`src/rtl/color_pkg.sv`:
```
// Shared colour and turn-state types for the detector, the vote manager and the game FSM.
package color_pkg;

  typedef enum logic [1:0] {
    NONE  = 2'd0,
    RED   = 2'd1,
    GREEN = 2'd2,
    BLUE  = 2'd3
  } color_t;

  typedef enum logic [1:0] {
    WHITE  = 2'd0,
    ARMED  = 2'd1,
    LOCKED = 2'd2,
    HELD   = 2'd3
  } state_t;

  localparam int CONF_W = 16;
  localparam int CNT_W  = 4;
  localparam int SUM_W  = 20;

endpackage

```
`src/rtl/color_vote_window.sv`:
```
// Sliding history of per-frame colour decisions with incremental per-colour
// vote counters and confidence sums, plus the combinational winner pick.
module color_vote_window
  import color_pkg::*;
#(
  parameter int VOTE_DEPTH  = 5,
  parameter int VOTE_THRESH = 3
) (
  input  logic              clk,
  input  logic              reset,
  input  logic              push,
  input  logic              clear,
  input  color_t            entry_color,
  input  logic [CONF_W-1:0] entry_conf,
  output color_t            winner,
  output logic [CNT_W-1:0]  votes,
  output logic [SUM_W-1:0]  conf_sum
);

  localparam logic [CNT_W-1:0] THRESH = CNT_W'(VOTE_THRESH);

  color_t            hist_color [VOTE_DEPTH];
  logic [CONF_W-1:0] hist_conf  [VOTE_DEPTH];
  // Indexed by colour code; slot 0 tracks NONE entries and is never a candidate.
  logic [CNT_W-1:0]  cnt        [4];
  logic [SUM_W-1:0]  sum        [4];

  color_t            evict_color;
  logic [CONF_W-1:0] evict_conf;

  assign evict_color = hist_color[VOTE_DEPTH-1];
  assign evict_conf  = hist_conf[VOTE_DEPTH-1];

  // Shift the history on each push and adjust counters by (new in) - (oldest out).
  always_ff @(posedge clk) begin
    if (reset || clear) begin
      for (int i = 0; i < VOTE_DEPTH; i++) begin
        hist_color[i] <= NONE;
        hist_conf[i]  <= '0;
      end
      for (int c = 0; c < 4; c++) begin
        cnt[c] <= '0;
        sum[c] <= '0;
      end
    end else if (push) begin
      hist_color[0] <= entry_color;
      hist_conf[0]  <= entry_conf;
      for (int i = 1; i < VOTE_DEPTH; i++) begin
        hist_color[i] <= hist_color[i-1];
        hist_conf[i]  <= hist_conf[i-1];
      end
      for (int c = 0; c < 4; c++) begin
        cnt[c] <= cnt[c]
                  + {3'b000, (entry_color == color_t'(2'(c)))}
                  - {3'b000, (evict_color == color_t'(2'(c)))};
        sum[c] <= sum[c]
                  + ((entry_color == color_t'(2'(c))) ? {4'b0000, entry_conf} : '0)
                  - ((evict_color == color_t'(2'(c))) ? {4'b0000, evict_conf} : '0);
      end
    end
  end

  // Winner is the first colour in RED, GREEN, BLUE order that meets the threshold.
  always_comb begin
    winner   = NONE;
    votes    = '0;
    conf_sum = '0;
    if (cnt[1] >= THRESH) begin
      winner   = RED;
      votes    = cnt[1];
      conf_sum = sum[1];
    end else if (cnt[2] >= THRESH) begin
      winner   = GREEN;
      votes    = cnt[2];
      conf_sum = sum[2];
    end else if (cnt[3] >= THRESH) begin
      winner   = BLUE;
      votes    = cnt[3];
      conf_sum = sum[3];
    end
  end

endmodule

```
`src/rtl/color_vote_manager.sv`:
```
// Turn manager between the ROI colour detector and the game FSM: votes over a
// frame window, locks one colour per turn behind a valid/ack handshake, and
// returns to idle after a run of white frames or a frame timeout.
//
// Handshake: result_valid is a level that rises when a colour locks and stays
// high until the first cycle result_ack is seen high with it; it then falls on
// the next cycle. result_ack is ignored whenever result_valid is low.
module color_vote_manager
  import color_pkg::*;
#(
  parameter int          VOTE_DEPTH        = 5,
  parameter int          VOTE_THRESH       = 3,
  parameter logic [15:0] MIN_CONFIDENCE    = 16'd100,
  parameter int          WHITE_FRAME_COUNT = 3,
  parameter int          TIMEOUT_FRAMES    = 60
) (
  input  logic        clk,
  input  logic        reset,
  input  logic [1:0]  detected_color,
  input  logic        color_valid,
  input  logic [15:0] color_confidence,
  input  logic        white_detected,
  output logic [1:0]  result_color,
  output logic        result_valid,
  input  logic        result_ack,
  output logic [3:0]  result_votes,
  output logic [19:0] result_conf_sum,
  output logic        turn_end,
  output logic        turn_abort,
  output logic        idle_white
);

  localparam logic [4:0]  WHITE_RUN = 5'(WHITE_FRAME_COUNT);
  localparam logic [15:0] TIMEOUT   = 16'(TIMEOUT_FRAMES);

  state_t       state;
  state_t       next_state;
  color_t       entry_color;
  color_t       win_color;
  logic [3:0]   win_votes;
  logic [19:0]  win_sum;
  logic [3:0]   white_run;
  logic [15:0]  frame_cnt;
  logic         push;
  logic         entry_hit;
  logic         white_done;
  logic         timeout_hit;
  logic         clear_hist;
  logic         do_lock;
  logic         do_abort;
  logic         do_end;

  // A coincident white frame takes precedence and suppresses the colour push.
  assign entry_color = (color_confidence < MIN_CONFIDENCE) ? NONE : color_t'(detected_color);
  assign push        = color_valid & ~white_detected;
  assign entry_hit   = push && (entry_color != NONE);
  assign white_done  = white_detected && (state != WHITE) &&
                       (({1'b0, white_run} + 5'd1) >= WHITE_RUN);
  assign timeout_hit = (TIMEOUT_FRAMES != 0) && (frame_cnt >= TIMEOUT);
  assign clear_hist  = (state != WHITE) && (next_state == WHITE);

  color_vote_window #(
    .VOTE_DEPTH  (VOTE_DEPTH),
    .VOTE_THRESH (VOTE_THRESH)
  ) u_window (
    .clk         (clk),
    .reset       (reset),
    .push        (push),
    .clear       (clear_hist),
    .entry_color (entry_color),
    .entry_conf  (color_confidence),
    .winner      (win_color),
    .votes       (win_votes),
    .conf_sum    (win_sum)
  );

  // Turn state register.
  always_ff @(posedge clk) begin
    if (reset) state <= WHITE;
    else       state <= next_state;
  end

  // Next-state decision; a finished white run outranks lock, ack and timeout.
  always_comb begin
    next_state = state;
    do_lock    = 1'b0;
    do_abort   = 1'b0;
    do_end     = 1'b0;
    unique case (state)
      WHITE: begin
        if (entry_hit) next_state = ARMED;
      end
      ARMED: begin
        if (white_done) begin
          next_state = WHITE;
        end else if (win_color != NONE) begin
          next_state = LOCKED;
          do_lock    = 1'b1;
        end else if (timeout_hit) begin
          next_state = WHITE;
          do_abort   = 1'b1;
        end
      end
      LOCKED: begin
        if (white_done) begin
          next_state = WHITE;
          do_end     = 1'b1;
        end else if (result_ack) begin
          next_state = HELD;
        end
      end
      HELD: begin
        if (white_done) begin
          next_state = WHITE;
          do_end     = 1'b1;
        end
      end
      default: next_state = WHITE;
    endcase
  end

  // Level outputs decoded directly from the turn state.
  always_comb begin
    result_valid = (state == LOCKED);
    idle_white   = (state == WHITE);
  end

  // White run and timeout frame counters; the arming frame counts as frame one.
  always_ff @(posedge clk) begin
    if (reset) begin
      white_run <= '0;
      frame_cnt <= '0;
    end else begin
      if (state == WHITE || clear_hist) white_run <= '0;
      else if (white_detected)          white_run <= white_run + 4'd1;
      else if (entry_hit)               white_run <= '0;

      if (state == WHITE && entry_hit)                        frame_cnt <= 16'd1;
      else if (state == ARMED && push && frame_cnt != 16'hFFFF) frame_cnt <= frame_cnt + 16'd1;
    end
  end

  // Latched result fields and the one-cycle turn pulses.
  always_ff @(posedge clk) begin
    if (reset) begin
      result_color    <= '0;
      result_votes    <= '0;
      result_conf_sum <= '0;
      turn_end        <= 1'b0;
      turn_abort      <= 1'b0;
    end else begin
      turn_end   <= do_end;
      turn_abort <= do_abort;
      if (do_lock) begin
        result_color    <= win_color;
        result_votes    <= win_votes;
        result_conf_sum <= win_sum;
      end else if (clear_hist) begin
        result_color    <= '0;
        result_votes    <= '0;
        result_conf_sum <= '0;
      end
    end
  end

endmodule

```
`config.mk`:
```
export PLATFORM = sky130hd
export DESIGN_NAME = color_vote_manager
export DESIGN_NICKNAME = d
export VERILOG_FILES = /design/src/rtl/color_pkg.sv /design/src/rtl/color_vote_window.sv /design/src/rtl/color_vote_manager.sv
export SDC_FILE = /design/constraint.sdc
export NUM_CORES = 1
export LEC_CHECK = 0
export BUFFER_PORTS_ARGS = -buffer_cell sky130_fd_sc_hd__buf_4
export CAP_MARGIN = 0
export CORE_ASPECT_RATIO = 1.4
export CORE_MARGIN = 1.5
export CORE_UTILIZATION = 50
export DETAILED_ROUTE_END_ITERATION = 12
export PLACE_DENSITY = 0.67
export SLEW_MARGIN = 20
export SYNTH_ARGS = -nofsm -noshare
export SYNTH_HDL_FRONTEND = slang
export SYNTH_HIERARCHICAL = 1
export SYNTH_SLANG_ARGS = --single-unit
```
`constraint.sdc`:
```
create_clock -name clk -period 10.99 [get_ports clk]
set_input_delay 2.198 -clock clk [delete_from_list [all_inputs] [get_ports clk]]
set_output_delay 2.198 -clock clk [all_outputs]
set_load 0.05 [all_outputs]
```
==> metrics <==
number of buffers and inverters on the critical path=2; root buffer cell=sky130_fd_sc_hd__clkbuf_16; count of final hold-check violations=0; met3 usage in global routing=2.71%; setup violators final=0; worst-case clock skew=0.0125 ns; initial core utilization=51.0%; DRC viols=0; clock tree from TritonCTS=done; crit-path leading delay family=compound AO/OA/AOI/OAI gates; outcome=finished, final reports clean; Setup TNS Final=0 ns; internal power=1.65 mW; worst-path fanout max=17; Die Outline Area=around 0.029 mm^2; clock share of power=between 30% and 40%; number of gates given a new drive strength after cts=0; maxcap violations=0; DRT Pass-1 Iters=5; CTS clk-pin slew, worst paths=0.06 ns; crit-path cells=buf_4 -> o311ai_0 -> nand4_1 -> and2_1 -> nor2b_2 -> nand2_1 -> fa_1 -> inv_1 -> fa_1 -> a21o_1 -> a221oi_4 -> a21oi_2 -> a221o_1 -> o31ai_4 -> mux2i_1; Global Route Usage Sum=a little under a quarter; Lkg Pwr=6.82 nW; Filler Cell Count=2566; maximum number of pins on one net before global-route repair=just over 100; count of distinct cell types in the synthesized netlist=75; global routing usage on met2=a little over two fifths; Core Box Area=around 0.028 mm^2; mean post-synth cell area=9.79 um^2; crit path launch=color_confidence[4]; share of the clock period used by the worst path=60.7%; Yosys Warn Count=6; vertical die dimension=a little over 200 um; initial antenna violation count=0; worst setup margin=approximately 4.3 ns; critical path required time=around 11 ns; top cells by area in the synthesized netlist=sky130_fd_sc_hd__edfxtp_1 34%, sky130_fd_sc_hd__ha_1 7.2%, sky130_fd_sc_hd__fa_1 7.2%; Port Buffers=52; proportion of synthesized flip-flops having asynchronous set or reset=0%; Setup Crit Path Kind=input port to flop; highest achievable clock rate=~150 MHz; type of element launching the critical path=input port; Ant. Diodes=0; sequential cell area fraction in the yosys report=roughly two fifths; most common cell after layout, fill and taps aside=sky130_fd_sc_hd__inv_1; portion of total power attributed to combinational logic=31.3%; top-level port count=53; count of flip-flops with a built-in enable after synthesis=162; sort of element at the end of the critical path=flop; most crowded layer after global routing=met2; worst-case clock buffer depth=3; synthesis-to-layout area growth=10.5%; most frequent cells in the layout=191 x sky130_fd_sc_hd__inv_1, 162 x sky130_fd_sc_hd__edfxtp_1, 121 x sky130_fd_sc_hd__and3_1, 106 x sky130_fd_sc_hd__nand2_1; final HPWL from detailed placement=24400 um; tightest slew margin relative to the limit=39.9%; routability cong.=0.938; top_reg_cell synth=sky130_fd_sc_hd__edfxtp_1; vias in the first global route=10900; met1 routing resource usage after global routing=roughly 30%; htree depth=1; dominant cell type by count on the critical path=sky130_fd_sc_hd__fa_1; shortest clock period the worst path allows after layout=approximately 6.7 ns; cell type contributing the most total cell area after synthesis=sky130_fd_sc_hd__edfxtp_1; via count of the routed design=10800; Initial DRC Count=611; DRT antenna net count=0; data arrival time at the worst-slack endpoint=just over 7 ns; Post-Synthesis Net Count=around 1600; post-CTS setup repair buffer count=0; Synth Cell Area=0.0142 mm^2; net switching component of the power=0.865 mW; total clock buffers created by CTS=24; average wire per standard cell=roughly 19 um; fraction of power consumed by sequential logic=38.2%; fraction of layout instances using a drive strength above 1=9.52%; top-area cell type share of the netlist area=34.3%; Slowest Stage Delay on Critical Path=0.69 ns; class of the tightest hold or removal check=flop to flop; detailed-route wire length=between 30000 and 40000 um; Clk Latency, worst-skew pair=0.55 ns; RSZ-0062 raised after global routing=false; # hold bufs at CTS=0; Worst Max-Slew Pin Slew=0.901 ns; DP Worst Slack=3.70 ns; Layout Nets=1630; worst vdd rail ir drop=0.111 mV; cell count after synthesis=1447; standard-cell row count=72; Reg-to-Reg Start=u_window/hist_color[0][9]; overflow left after global routing=0; P per Cell Area=161 mW/mm^2; Worst path slowest cell=sky130_fd_sc_hd__nor2b_2; number of sinks on the clock net=212; number of vias per cell=5.77; die width=145 um; startpoint of the worst hold path=result_conf_sum[7]; first-pass GRT wire length=56200 um; Final Max Slew Viols=0; Yosys reg bits=212; switching share of power=34.4%
## worst register-to-register path, stage by stage, from the launching register on
cell and delay [ns]:
sky130_fd_sc_hd__edfxtp_1 0.75, sky130_fd_sc_hd__nor2b_2 0.79, sky130_fd_sc_hd__and2_1 0.25, sky130_fd_sc_hd__fa_1 0.41
sky130_fd_sc_hd__inv_1 0.07, sky130_fd_sc_hd__ha_1 0.27, sky130_fd_sc_hd__a21o_1 0.24, sky130_fd_sc_hd__a221oi_4 0.40
sky130_fd_sc_hd__a21oi_2 0.12, sky130_fd_sc_hd__a221o_1 0.42, sky130_fd_sc_hd__o31ai_4 0.21, sky130_fd_sc_hd__mux2i_1 0.21
## registers in the layout, indices dropped and copies added, names as in the netlist
register,count
result_color,2
u_window/hist_color,10
white_run,4
result_votes,4
result_conf_sum,20
frame_cnt,16
u_window/hist_conf,80
u_window/sum,60
u_window/cnt,12
turn_abort,1
turn_end,1
state,2
## synthesized netlist by cell type (4+ instances only)
cell and count:
sky130_fd_sc_hd__a221oi_1 22, sky130_fd_sc_hd__a21o_1 26, sky130_fd_sc_hd__o2bb2ai_1 6, sky130_fd_sc_hd__o211ai_1 9
sky130_fd_sc_hd__a21oi_1 86, sky130_fd_sc_hd__o21ai_0 19, sky130_fd_sc_hd__nor2_1 86, sky130_fd_sc_hd__nand3_1 24
sky130_fd_sc_hd__or3_1 5, sky130_fd_sc_hd__o21a_1 13, sky130_fd_sc_hd__nor2b_1 7, sky130_fd_sc_hd__nor3_1 35
sky130_fd_sc_hd__inv_1 191, sky130_fd_sc_hd__and2_1 44, sky130_fd_sc_hd__and4_1 5, sky130_fd_sc_hd__o2bb2ai_2 18
sky130_fd_sc_hd__edfxtp_1 162, sky130_fd_sc_hd__dfxtp_1 50, sky130_fd_sc_hd__and3_1 121, sky130_fd_sc_hd__nand2b_1 32
sky130_fd_sc_hd__mux2i_1 4, sky130_fd_sc_hd__nor4_1 9, sky130_fd_sc_hd__ha_1 82, sky130_fd_sc_hd__o21ai_1 13
sky130_fd_sc_hd__nand2_1 107, sky130_fd_sc_hd__nor3b_1 11, sky130_fd_sc_hd__nand4_1 14, sky130_fd_sc_hd__xnor2_1 31
sky130_fd_sc_hd__a31oi_1 8, sky130_fd_sc_hd__fa_1 51, sky130_fd_sc_hd__xor2_1 18, sky130_fd_sc_hd__clkbuf_1 56
sky130_fd_sc_hd__a211oi_1 13
## area by class of cell
| cell class | instances | area (um^2) | share of cell area [%] |
|---|---|---|---|
| multi-input combinational | 981 | 7360 | 47.1 |
| clock buffer | 28 | 616 | 3.93 |
| timing repair buffer | 64 | 500 | 3.20 |
| tap | 370 | 463 | 2.96 |
| clock inverter | 16 | 119 | 0.760 |
| inverter | 191 | 717 | 4.58 |
| sequential | 212 | 5870 | 37.5 |
## kinds of logic (layout without fill, tap and decap cells)
logic type / count (synthesis) / count (layout) / synth area share [%]
flops: 212 / 212 / 41.4
simple gates: 519 / 519 / 19.5
mux: 4 / 4 / 0.283
xor+xnor: 49 / 49 / 3.03
fa+ha+maj: 133 / 133 / 14.5
compound gates: 276 / 276 / 14.5
buf+inv: 254 / 299 / 6.86
## power groups by stage
stage                     clock network [mW]  registers, mW  logic (mW)
after floorplan                            0          0.984       0.580
after global placement                     0          0.976       0.763
after detailed placement                   0          0.978       0.775
after CTS                              0.784          0.961       0.781
after global routing                   0.815          0.967       0.880
final                                  0.766          0.961       0.788
## stage by stage
step           hold slack (ns)  util, %  cells  cell area (um^2)  power, mW
2_1_floorplan            0.499        -   1447             14200       1.56
3_5_place_dp             0.459     53.6   1817             14900       1.75
5_1_grt                  0.492     56.4   1862             15600       2.66
3_3_place_gp             0.460     53.6   1817             14900       1.74
6_report                 0.464     56.4   1862             15600       2.52
4_1_cts                  0.469     56.3   1861             15600       2.53
## metal layers
layer | up-vias | part of all wire, % | wire [um]
met3 | 76 | 4.8 | 1640
met5 | - | 0 | 0
li1 | 5145 | - | -
met1 | 5249 | 42 | 14500
met4 | 0 | 3.4 | 1160
met2 | 280 | 50 | 17200
## worst paths after layout
path | depth (start not counted) | slack (ns) | to
worst min-delay path | 2 | 0.46 | result_conf_sum[7]
worst max-delay path | 15 | 4.32 | u_window/sum[0][56]
worst min register to register | 2 | 0.46 | result_conf_sum[7]
worst max register to register | 11 | 6.70 | u_window/sum[0][56]
Power figures use the tool's default switching activity.
